## src/rtl/axil_chk_channel.sv

```systemverilog
// Per-channel VALID/READY checker: payload stability, VALID drop and stall timeout.
// With AXIL_CHK_ASSERT_EN defined, violations also raise simulation-only $error messages.
module axil_chk_channel #(
    parameter int unsigned PAYLOAD_W      = 32,
    parameter int unsigned TIMEOUT_CYCLES = 256
) (
    input  logic                 clk,
    input  logic                 rst,
    input  logic                 valid,
    input  logic                 ready,
    input  logic [PAYLOAD_W-1:0] payload,
    output logic                 stable_err,
    output logic                 drop_err,
    output logic                 timeout_err
);

    logic                 stall;
    logic                 stall_q;
    logic [PAYLOAD_W-1:0] payload_q;

    always_comb begin
        stall = valid && !ready;
    end

    always_ff @(posedge clk) begin
        if (rst) begin
            stall_q   <= 1'b0;
            payload_q <= '0;
        end else begin
            stall_q   <= stall;
            payload_q <= payload;
        end
    end

    // 4-state compare so an X/Z appearing on a stalled payload is reported as a change
    always_comb begin
        drop_err   = !rst && stall_q && !valid;
        stable_err = !rst && stall_q && valid && (payload !== payload_q);
    end

    if (TIMEOUT_CYCLES == 0) begin : g_no_timeout
        always_comb begin
            timeout_err = 1'b0;
        end
    end else begin : g_timeout
        localparam int unsigned TW = $clog2(TIMEOUT_CYCLES + 1);
        localparam logic [TW-1:0] LIMIT = TW'(TIMEOUT_CYCLES);

        logic [TW-1:0] stall_cnt;
        logic          fired_q;

        // fired_q keeps a saturated counter from re-flagging until the stall ends
        always_ff @(posedge clk) begin
            if (rst || !stall) begin
                stall_cnt <= '0;
                fired_q   <= 1'b0;
            end else if (stall_cnt != LIMIT) begin
                stall_cnt <= stall_cnt + TW'(1);
            end else begin
                fired_q <= 1'b1;
            end
        end

        always_comb begin
            timeout_err = !rst && (stall_cnt == LIMIT) && !fired_q;
        end
    end

`ifdef AXIL_CHK_ASSERT_EN
    always_ff @(posedge clk) begin
        if (stable_err)
            $error("[AXIL CHK] %m STABLE current=%h locked=%h at %0t", payload, payload_q, $time);
        if (drop_err)
            $error("[AXIL CHK] %m DROP locked=%h at %0t", payload_q, $time);
        if (timeout_err)
            $error("[AXIL CHK] %m TIMEOUT payload=%h at %0t", payload, $time);
    end
`else
    // flags only
`endif

endmodule

```

## config.mk

```make
export PLATFORM = sky130hd
export DESIGN_NAME = axil_chk_channel
export DESIGN_NICKNAME = d
export VERILOG_FILES = /design/src/rtl/axil_chk_channel.sv
export SDC_FILE = /design/constraint.sdc
export NUM_CORES = 1
export LEC_CHECK = 0
export BUFFER_PORTS_ARGS = -buffer_cell sky130_fd_sc_hd__buf_2
export CORE_MARGIN = 2
export CORE_UTILIZATION = 30
export DETAILED_ROUTE_END_ITERATION = 12
export PLACE_DENSITY = 0.48
export SLEW_MARGIN = 20
export SYNTH_ARGS = -nofsm -noshare
export SYNTH_HDL_FRONTEND = slang
export SYNTH_SLANG_ARGS = --single-unit
```

## constraint.sdc

```tcl
create_clock -name clk -period 2.62 [get_ports clk]
set_input_delay 0.393 -clock clk [delete_from_list [all_inputs] [get_ports clk]]
set_output_delay 0.393 -clock clk [all_outputs]
set_load 0.01 [all_outputs]
```

# ---- Word level (Yosys, flattened, before mapping)
# Index checks and enable logic that the tools add are counted.
dict set report op_classes {
  add_sub_neg 1
  mul 0
  div 0
  magnitude_cmp 0
  eq_ne 3
  shifts 0
  n_mux 0
  bitwise 0
  n_reduce_logical 13
}
# cell count
set ops {}
lappend ops {{32-bit !== test} 1}
lappend ops {{9-bit by 1-bit adder with 9-bit output, second input constant} 1}
lappend ops {{9-bit == test, second input constant} 1}
lappend ops {{9-bit inequality test, second input constant} 1}
lappend ops {{1-bit logical AND} 7}
lappend ops {{1-bit logical NOT} 5}
lappend ops {{1-bit logical OR} 1}
dict set report word_totals {
  ff_bits 43
  latch_bits 0
  mem_bits_rw 0
  romBits 0
  in_bits 36
  output_inout_bits 3
  elab_cells 21
  mem_count 0
}

# ---- Longest topological paths before layout
# Gate-level depths: netlist (run 1).
dict set report logic_depth {
  depth_word 4
  ltp_mapped 6
  mapped_depth_nobuf 6
}

# ---- Worst setup path after synthesis (run 1)
# OpenSTA, ideal clock, no wires.
dict set report synth_timing {
  path_type {register to output}
  start {register g_timeout.stall_cnt[0]}
  end {output timeout_err}
  arrival_ns 1.188
  required_ns 2.227
  setup_slack_ns 1.039
  stages_incl_launch_ff 6
  n_path_buf 0
  cell_sequence {dfxtp_1 > inv_1 > ha_1 > nor4b_2 > nand2_1 > nor3_1}
}
dict set report synth_via {
  elab_chain_cells 3
}
# element line_no
set synth_rtl {}
lappend synth_rtl {{from (decl)} 49} ;# logic [TW-1:0] stall_cnt;
lappend synth_rtl {{from (signal assigned)} 58} ;# stall_cnt <= stall_cnt + TW'(1);
lappend synth_rtl {{9-bit == test} 65} ;# timeout_err = !rst && (stall_cnt == LIMIT) && !fired_q;
lappend synth_rtl {{1-bit logical AND (2 in series)} 65}
lappend synth_rtl {{to (decl)} 14} ;# output logic timeout_err
# No other way between the ends.

# ---- Worst setup path in the final report (run 1)
# Same ends and word-level chain as after synthesis.

==> results of run 1 <==
## routing by layer
metal | track usage (%) | part of all wire (%) | vias to the layer above
met1 | 13.21 | 50 | 530
met5 | 0 | 0 | -
li1 | - | - | 617
met3 | 2.828 | 4.9 | 7
met2 | 15.71 | 43 | 25
met4 | 5.690 | 2.3 | 0
## cell type report
class / instances / area share [%]
clock buffers: 6 / 3.990
clock inverters: 1 / 0.2418
inverters: 4 / 0.7860
multi-input cells: 114 / 39.48
flip-flops and latches: 43 / 41.60
well taps: 72 / 4.353
repair buffers: 39 / 9.553
## power groups by stage
stage	registers (W)	logic [W]	clock network, W
3_5_place_dp	0.000708	0.000123	0
4_1_cts	0.000693	0.000124	0.000435
5_1_grt	0.000696	0.000135	0.000464
3_3_place_gp	0.000708	0.000124	0
2_1_floorplan	0.000707	0.0000761	0
6_report	0.000693	0.000121	0.000417
## final timing paths
kind	to	slack, ns	depth (start not counted)
setup reg to reg	g_timeout.stall_cnt[0]$_SDFFE_PP0P_	1.24	6
setup / recovery	timeout_err	0.57	6
hold reg to reg	g_timeout.fired_q$_SDFFE_PP0N_	0.48	2
hold / removal	payload_q[2]$_SDFF_PP0_	0.34	2
## per-stage QoR
| step | cell area (µm²) | instances | util, % | hold WS (ns) |
|---|---|---|---|---|
| detailed placement | 1982 | 272 | 35.99 | 0.4644 |
| CTS | 2069 | 279 | 37.58 | 0.3318 |
| finish | 2069 | 279 | 37.58 | 0.3354 |
| global route | 2069 | 279 | 37.58 | 0.3336 |
| global placement | 1982 | 272 | 35.99 | 0.4539 |
| floorplan | 1717 | 165 | - | 0.4382 |
## registers in the layout, indices dropped and copies added, names as in the netlist
| name | flops |
|---|---|
| payload_q | 32 |
| stall_q | 1 |
| g_timeout.fired_q | 1 |
| g_timeout.stall_cnt | 9 |
## cells by family (layout without fill, tap and decap cells)
family / after synthesis / in the layout
adders and majority gates: 2 / 2
DFF: 43 / 43
buffers and inverters: 8 / 50
AOI/OAI and AO/OA: 5 / 5
xor gates and xnor gates: 39 / 39
and+or+nand+nor: 68 / 68
## layout by cell type (no fill, tap or decap)
cell and n:
sky130_fd_sc_hd__dfxtp_1 43, sky130_fd_sc_hd__buf_2 38, sky130_fd_sc_hd__xnor2_1 35, sky130_fd_sc_hd__nor2b_1 28, sky130_fd_sc_hd__nand4_1 9, sky130_fd_sc_hd__nor2_1 8
sky130_fd_sc_hd__clkbuf_8 6, sky130_fd_sc_hd__nand3_1 5, sky130_fd_sc_hd__a21oi_1 4, sky130_fd_sc_hd__xor2_1 4, sky130_fd_sc_hd__and2b_2 4, sky130_fd_sc_hd__inv_1 3
sky130_fd_sc_hd__and3_1 3, sky130_fd_sc_hd__nor4_1 2, sky130_fd_sc_hd__nor4b_2 2, sky130_fd_sc_hd__nand2_1 2, sky130_fd_sc_hd__clkinv_2 2, sky130_fd_sc_hd__ha_1 2
sky130_fd_sc_hd__nor3b_1 1, sky130_fd_sc_hd__nand3b_1 1, sky130_fd_sc_hd__nor3_1 1, sky130_fd_sc_hd__o21ai_0 1, sky130_fd_sc_hd__or3_1 1, sky130_fd_sc_hd__or3b_1 1
sky130_fd_sc_hd__buf_4 1
==> impl_summary.md, run 1 <==
Run status
The run finished with clean final reports.

STA
The final setup violation count is 0. On the final layout, the worst clock skew is ~0.0029 ns. The worst slew slack as a fraction of its limit is between 70% and 80%.

The clock period minus worst slack is around 2.1 ns. The final-report hold violation count came to 0. After layout, the worst path uses a little under 80% of the clock period. The transition time at the pin with the least slew margin is about 0.39 ns. The number of max-slew violations in the final report is 0. Setup slack on the critical path of the routed design comes to approximately 0.57 ns. Based on the critical path, the design can be clocked at up to slightly below 500 MHz. Setup repair after global routing left no endpoint under its margin. After routing, the total negative slack on setup checks comes to 0 ns.

Global route
The initial antenna violation count came to 0. The maximum number of pins on one net before global-route repair is 34. The first global-routing pass estimated 4919 µm of wire. The via count of the first global-routing pass is ~1,100.

The global-route usage over all layers is 10.35%. The overall overflow remaining after global route is 0.

Synth
Of the total synthesized cell area, the portion taken by XOR and XNOR cells is ~20%. After synthesis, the largest family of logic cells by area is simple AND/OR/NAND/NOR gates. The commonest cells after synthesis are 43 x sky130_fd_sc_hd__dfxtp_1, 35 x sky130_fd_sc_hd__xnor2_1, 28 x sky130_fd_sc_hd__nor2b_1. The number of nets produced by synthesis is 203. The flip-flop and latch count after synthesis is 43. Yosys mapped a number of flops with a built-in enable equal to 0.

The fraction of synthesis flops using an asynchronous set or reset pin is 0%. Sorting the synthesized cells by area gives the leading types as sky130_fd_sc_hd__dfxtp_1 50%, sky130_fd_sc_hd__xnor2_1 18%, sky130_fd_sc_hd__nor2b_1 10%, sky130_fd_sc_hd__nand4_1 3.3%, sky130_fd_sc_hd__and2b_2 2.0%. The synthesized netlist devotes 24.78% of its cell area to simple gates. The biggest area contributor in the post-synthesis netlist is sky130_fd_sc_hd__dfxtp_1. The synthesized netlist occupies a cell area of around 1700 µm². The share of the synthesized area in the top cell type is between 50 and 60%. The multiplexer area fraction after synthesis is 0%. The number of different library cells used by synthesis comes to 24. For this run, the leading register cell type out of synthesis is sky130_fd_sc_hd__dfxtp_1. The fraction of the mapped netlist area in compound gates is 1.458%. Among all cell types in the netlist, the one instantiated most often is sky130_fd_sc_hd__dfxtp_1. The synthesized instance count is between 150 and 200. During synthesis, Yosys emitted a total of 0 warnings.

The average cell area after synthesis is between 10 and 15 µm². The sequential cell area fraction in the yosys report is around half. The synthesized-area fraction occupied by adder cells is under 10%.

Critical path
The worst setup path is launched from a flop. The critical path goes through inv_1 > ha_1 > nor4b_2 > nand2_1 > nor3_1 > buf_2. STA puts the critical path data required time at about 2.2 ns. The worst reg2reg path startpoint is g_timeout.stall_cnt[0]$_SDFFE_PP0P_. For this run, the slowest stage of the critical path takes 0.36 ns. The critical path's slowest cell is sky130_fd_sc_hd__dfxtp_1. The critical path class is reg -> out. The cell family contributing the most delay on the critical path is simple AND/OR/NAND/NOR gates. The signal arrival time at the worst endpoint is around 1.7 ns. The number of buffers and inverters on the critical path is 2. The startpoint of the most critical setup path is g_timeout.stall_cnt[0]$_SDFFE_PP0P_. The type of destination of the critical path is an output pin. The maximum fanout encountered on the critical timing path is 5.

Final layout
The filler cell count is slightly below 600. For this run, the post-layout net count is 245. The share of final-layout standard cells stronger than drive strength 1 is 25.60%. Registers take roughly 860 µm².

The number of antenna diodes is 0. The layout overhead on the synthesized area is 20.55%. The footprint of the multi-input gates is between 800 and 900 µm².

Power
Summed over all cells, the static leakage comes to around 0.8 nW. The clock network burns 33.9% of the power. The internal power of the cells is 0.0009585 W. Sequential cells burn between 50 and 60% of the power. The analysis attributes to net switching a power of ~0.00027 W. The total power is roughly 0.0012 W. Across the VDD grid, the largest voltage drop is around 0.17 mV. Dividing total power by cell area gives a power density of between 500 and 600 nW/µm².

The switching power as a share of total power is approximately 22%. The relative contribution of combinational cells to total power is 9.8%.

Floorplan
The horizontal die dimension is around 80 µm. The number of cell rows is 27. Once the floorplan was initialized, standard cells occupied a little under a third of the core.

The total area inside the core boundary comes to between 5000 and 6000 µm². The die outline height is 79.65 µm. The die area is about 6300 µm². The I/O pin total is 39.

Route
In this run the remaining antenna-violating nets after routing total 0. The total iterations of the first detailed-routing run is 3. The average detailed-routed wire length per instance is 10.78 µm. The number of DRC violations after detailed-routing iteration 0 is 28. The via count is around 1,200. The residual DRC count is 0.

The detailed-route wire length is 3009 µm. In the routed layout, each cell is associated on average with a via count of approximately 4.2.

Placed design
OpenSTA, run right after detailed placement, puts the worst setup slack at around 0.8 ns. Detailed placement ended at an HPWL of ~2200 µm. The count of input and output buffers is 38. At the end of routability-driven placement, the weighted congestion stood at 0.6775.

Clock tree
Post-CTS repair changed the size of 0 cells. The number of hold buffers added after CTS was 0. The TritonCTS clock tree is done. CTS built an H-tree with a depth of 2. The later-pin clock latency in the skew report is 0.29 ns.

The clock net in this run drives a total of 43 sinks. The buffer cell driving the clock tree root is sky130_fd_sc_hd__clkbuf_8. The post-CTS clock slew at the launch and capture registers of the worst setup and hold paths is 0.07 ns.

The post-CTS setup buffer count is 0. The maximum root-to-sink buffer count is 2. The number of CTS-inserted buffers is 5.

Min path
The type of the worst min-delay path is in -> reg. The launch instance of the worst min-delay path is payload[2].

Job
Across the run, the number of max-cap violations was 0.
No activity file was read; power rests on OpenSTA's default activity.
==> run 2, diff against run 1 <==
PLACE_DENSITY = 0.5   (was 0.48)
clock period = 1.8 ns   (was 2.62 ns; I/O delays follow)
==> run 2 against run 1 <==
Global-route usage up 0.38 points. Design area rose by 3.3%. Critical endpoint is now stable_err. First-iteration DRC count is 29% lower. Sequential share of layout area down 1.1 points. Largest cell class unchanged. Sequential power is 46% higher.
==> impl_summary.md, run 2 (synthesis gave the netlist of run 1 again) <==
Global route
The global-route usage over all layers came to 10.72% (+0.38 points). The maximum number of pins on one net before global-route repair is 33 (-2.9%). The first-pass GRT wire length was 5147 µm (+4.6%). The via count of the first global-routing pass is 1,091 (-2.3%). The overall overflow remaining after global route came to 0 (unchanged). The initial antenna violation count came to 0 (unchanged).

STA
The final-report hold violation count is 0 (unchanged). The part of the cycle the worst path needs is approximately 97%. The number of max-slew violations in the final report is 0 (unchanged). The final setup violation count is 0 (unchanged). The worst slew slack as a fraction of its limit is 74.22% (+0.41 points). The worst clock skew on the final layout was 0.006973 ns (+0.004026 ns). The fmax is 574.8 MHz. Setup repair after global routing could not meet its margin everywhere. The transition time at the pin with the least slew margin is 0.3867 ns (-0.006151 ns). For the finished layout, the period the worst path requires is about 1.7 ns.

Final layout
The final standard cell utilization of the core is 38.81% (+1.2 points). The filler cell count is 561 (-4.1%). The library cells used most frequently in the layout, excluding fill and tap cells, are 39 x sky130_fd_sc_hd__dfxtp_1, 38 x sky130_fd_sc_hd__buf_2, 32 x sky130_fd_sc_hd__xnor2_1, 28 x sky130_fd_sc_hd__nor2b_1, 9 x sky130_fd_sc_hd__nand4_1. The largest registers in the layout are payload_q (32), g_timeout.stall_cnt (9). From synthesis to final layout, the design area changed by 24.49%. The largest register by flop count is payload_q. The library cell used most frequently in the layout, excluding fill and tap cells, is sky130_fd_sc_hd__dfxtp_1. The flip-flop count of the largest register after layout came to 32 (unchanged). The footprint of the multi-input gates came to 859.6 µm² (+5.2%). The register area is 865.8 µm² (+0.58%). The final cell count without fillers is 283 (+1.4%). The post-layout net count is 248 (+1.2%). The share of final-layout standard cells stronger than drive strength 1 is 30.81% (+5.2 points). The number of antenna diodes is 0 (unchanged).

Critical path
The type of destination of the critical path is an output pin. The critical path class is reg -> out. The signal arrival time at the worst endpoint was 1.47 ns (-0.19 ns).

The maximum fanout encountered on the critical timing path was 1 (-4). The internal reg-to-reg setup slack is 0.43 ns (-0.81 ns). The required time at the endpoint of the critical path was 1.53 ns (-0.70 ns). The kind of start point of the critical path is a flop.

Clock tree
The later-pin clock latency in the skew report is 0.29 ns (about the same). The post-CTS clock slew at the launch and capture registers of the worst setup and hold paths was 0.08 ns (about the same). CTS placed an instance of sky130_fd_sc_hd__clkbuf_8 at the clock tree root. The number of CTS-inserted buffers is 5 (unchanged). The CTS H-tree depth is 2 (unchanged). The maximum root-to-sink buffer count is 2 (unchanged). The TritonCTS clock tree is done. The sink count of the clock tree is 43 (unchanged).

Run status
The run finished with clean final reports.

Floorplan
The die outline height is 79.65 µm (unchanged). The I/O pin total came to 39 (unchanged). The number of cell rows is 27 (unchanged).

The horizontal die dimension is 79.65 µm (unchanged). The floorplan core area is 5507 µm² (unchanged). The initial core utilization is 31.17% (unchanged).

The die area came to 6343 µm² (unchanged).

Route
The total iterations of the first detailed-routing run came to 4 (+1). The number of nets still failing antenna checks after routing came to 0 (unchanged). The detailed-route wire length is 3198 µm (+6.3%). The average detailed-routed wire length per instance came to 11.30 µm (+4.8%).

The number of DRC violations after detailed-routing iteration 0 is 20 (-29%). The residual DRC count is 0 (unchanged). The via-per-instance ratio is 4.223 (about the same).

The via count is 1,195 (+1.4%).

Power
The worst IR drop on VDD was 0.4349 mV (+150%). The leakage power is 0.8400 nW (+4.9%). The power density of the placed cells came to 843.1 nW/µm² (+42%).

Placed design
The post-placement cell count is 274 (+0.74%). The sum of net half-perimeters after detailed placement is 2235 µm (+0.90%). The last weighted congestion value of the routability-driven placer was 0.6996 (+3.3%). The count of input and output buffers is 38 (unchanged).

Min path
In this run the worst hold path is classified as in -> reg.

Job
The number of maximum-capacitance constraint violations is 0 (unchanged).
[run 2: cell types whose count changed in the layout (fill, tap and decap cells not counted), moves of 3 or more]
cell,delta
sky130_fd_sc_hd__buf_4,+3
sky130_fd_sc_hd__dfxtp_1,-4
sky130_fd_sc_hd__dfxtp_2,+4
sky130_fd_sc_hd__xnor2_1,-3
sky130_fd_sc_hd__xnor2_2,+3
[run 2: final cells by class]
type | instances | area share (%)
Timing Repair Buffer | 42 | 10.30
Inverter | 4 | 0.7611
Clock buffer | 6 | 3.396
Sequential cell | 43 | 40.52
Clock inverter | 2 | 0.5855
Multi-Input combinational cell | 114 | 40.22
Tap cell | 72 | 4.215
[run 2: final timing paths]
check                                           start                             endpoint  cells after the start
setup / recovery             payload_q[16]$_SDFF_PP0_                           stable_err                      5
hold / removal                            payload[24]             payload_q[24]$_SDFF_PP0_                      2
setup reg to reg  g_timeout.stall_cnt[2]$_SDFFE_PP0P_  g_timeout.stall_cnt[0]$_SDFFE_PP0P_                      5
hold reg to reg   g_timeout.stall_cnt[1]$_SDFFE_PP0P_  g_timeout.stall_cnt[1]$_SDFFE_PP0P_                      2
[run 2: repair_timing]
action	4_1_cts	5_1_grt
pin swaps	0	12
buffers inserted	0	1
gates resized for setup	2	8
hold buffers	0	0
endpoints found under the setup margin	2	2
[run 2: metal layers]
layer,share of wire [%],wire (µm),GRT usage [%]
met5,0,0,0
met4,1.9,61,5.690
met3,6.0,192,3.394
met2,41,1311,15.21
met1,51,1632,14.40
[run 2: metrics by stage]
stage / setup slack (ns) / power, W / hold slack, ns / area (µm²) / TNS, ns
after floorplan: 0.3425 / 0.001139 / 0.3982 / 1717 / 0
final: 0.06014 / 0.001802 / 0.2067 / 2137 / 0
after global placement: 0.1399 / 0.001211 / 0.4602 / 1997 / 0
after global routing: -0.05656 / 0.001889 / 0.2047 / 2137 / -0.07591
after detailed placement: 0.2097 / 0.001211 / 0.4738 / 1997 / 0
after CTS: -0.01395 / 0.001825 / 0.1950 / 2097 / -0.01395
[run 2: worst max-delay path, cell delays in order, from the launching register on]
cell and delay (ns):
sky130_fd_sc_hd__dfxtp_1 0.32, sky130_fd_sc_hd__xnor2_1 0.15, sky130_fd_sc_hd__nand4_1 0.15, sky130_fd_sc_hd__nor4_2 0.30, sky130_fd_sc_hd__a21oi_1 0.11, sky130_fd_sc_hd__buf_2 0.15
[run 2: power breakdown]
part | internal, W | total (W) | switching [W]
Clock | 0.000271 | 0.000606 | 0.000334
Sequential | 0.000992 | 0.00101 | 0.0000176
Combinational | 0.000110 | 0.000187 | 0.0000770
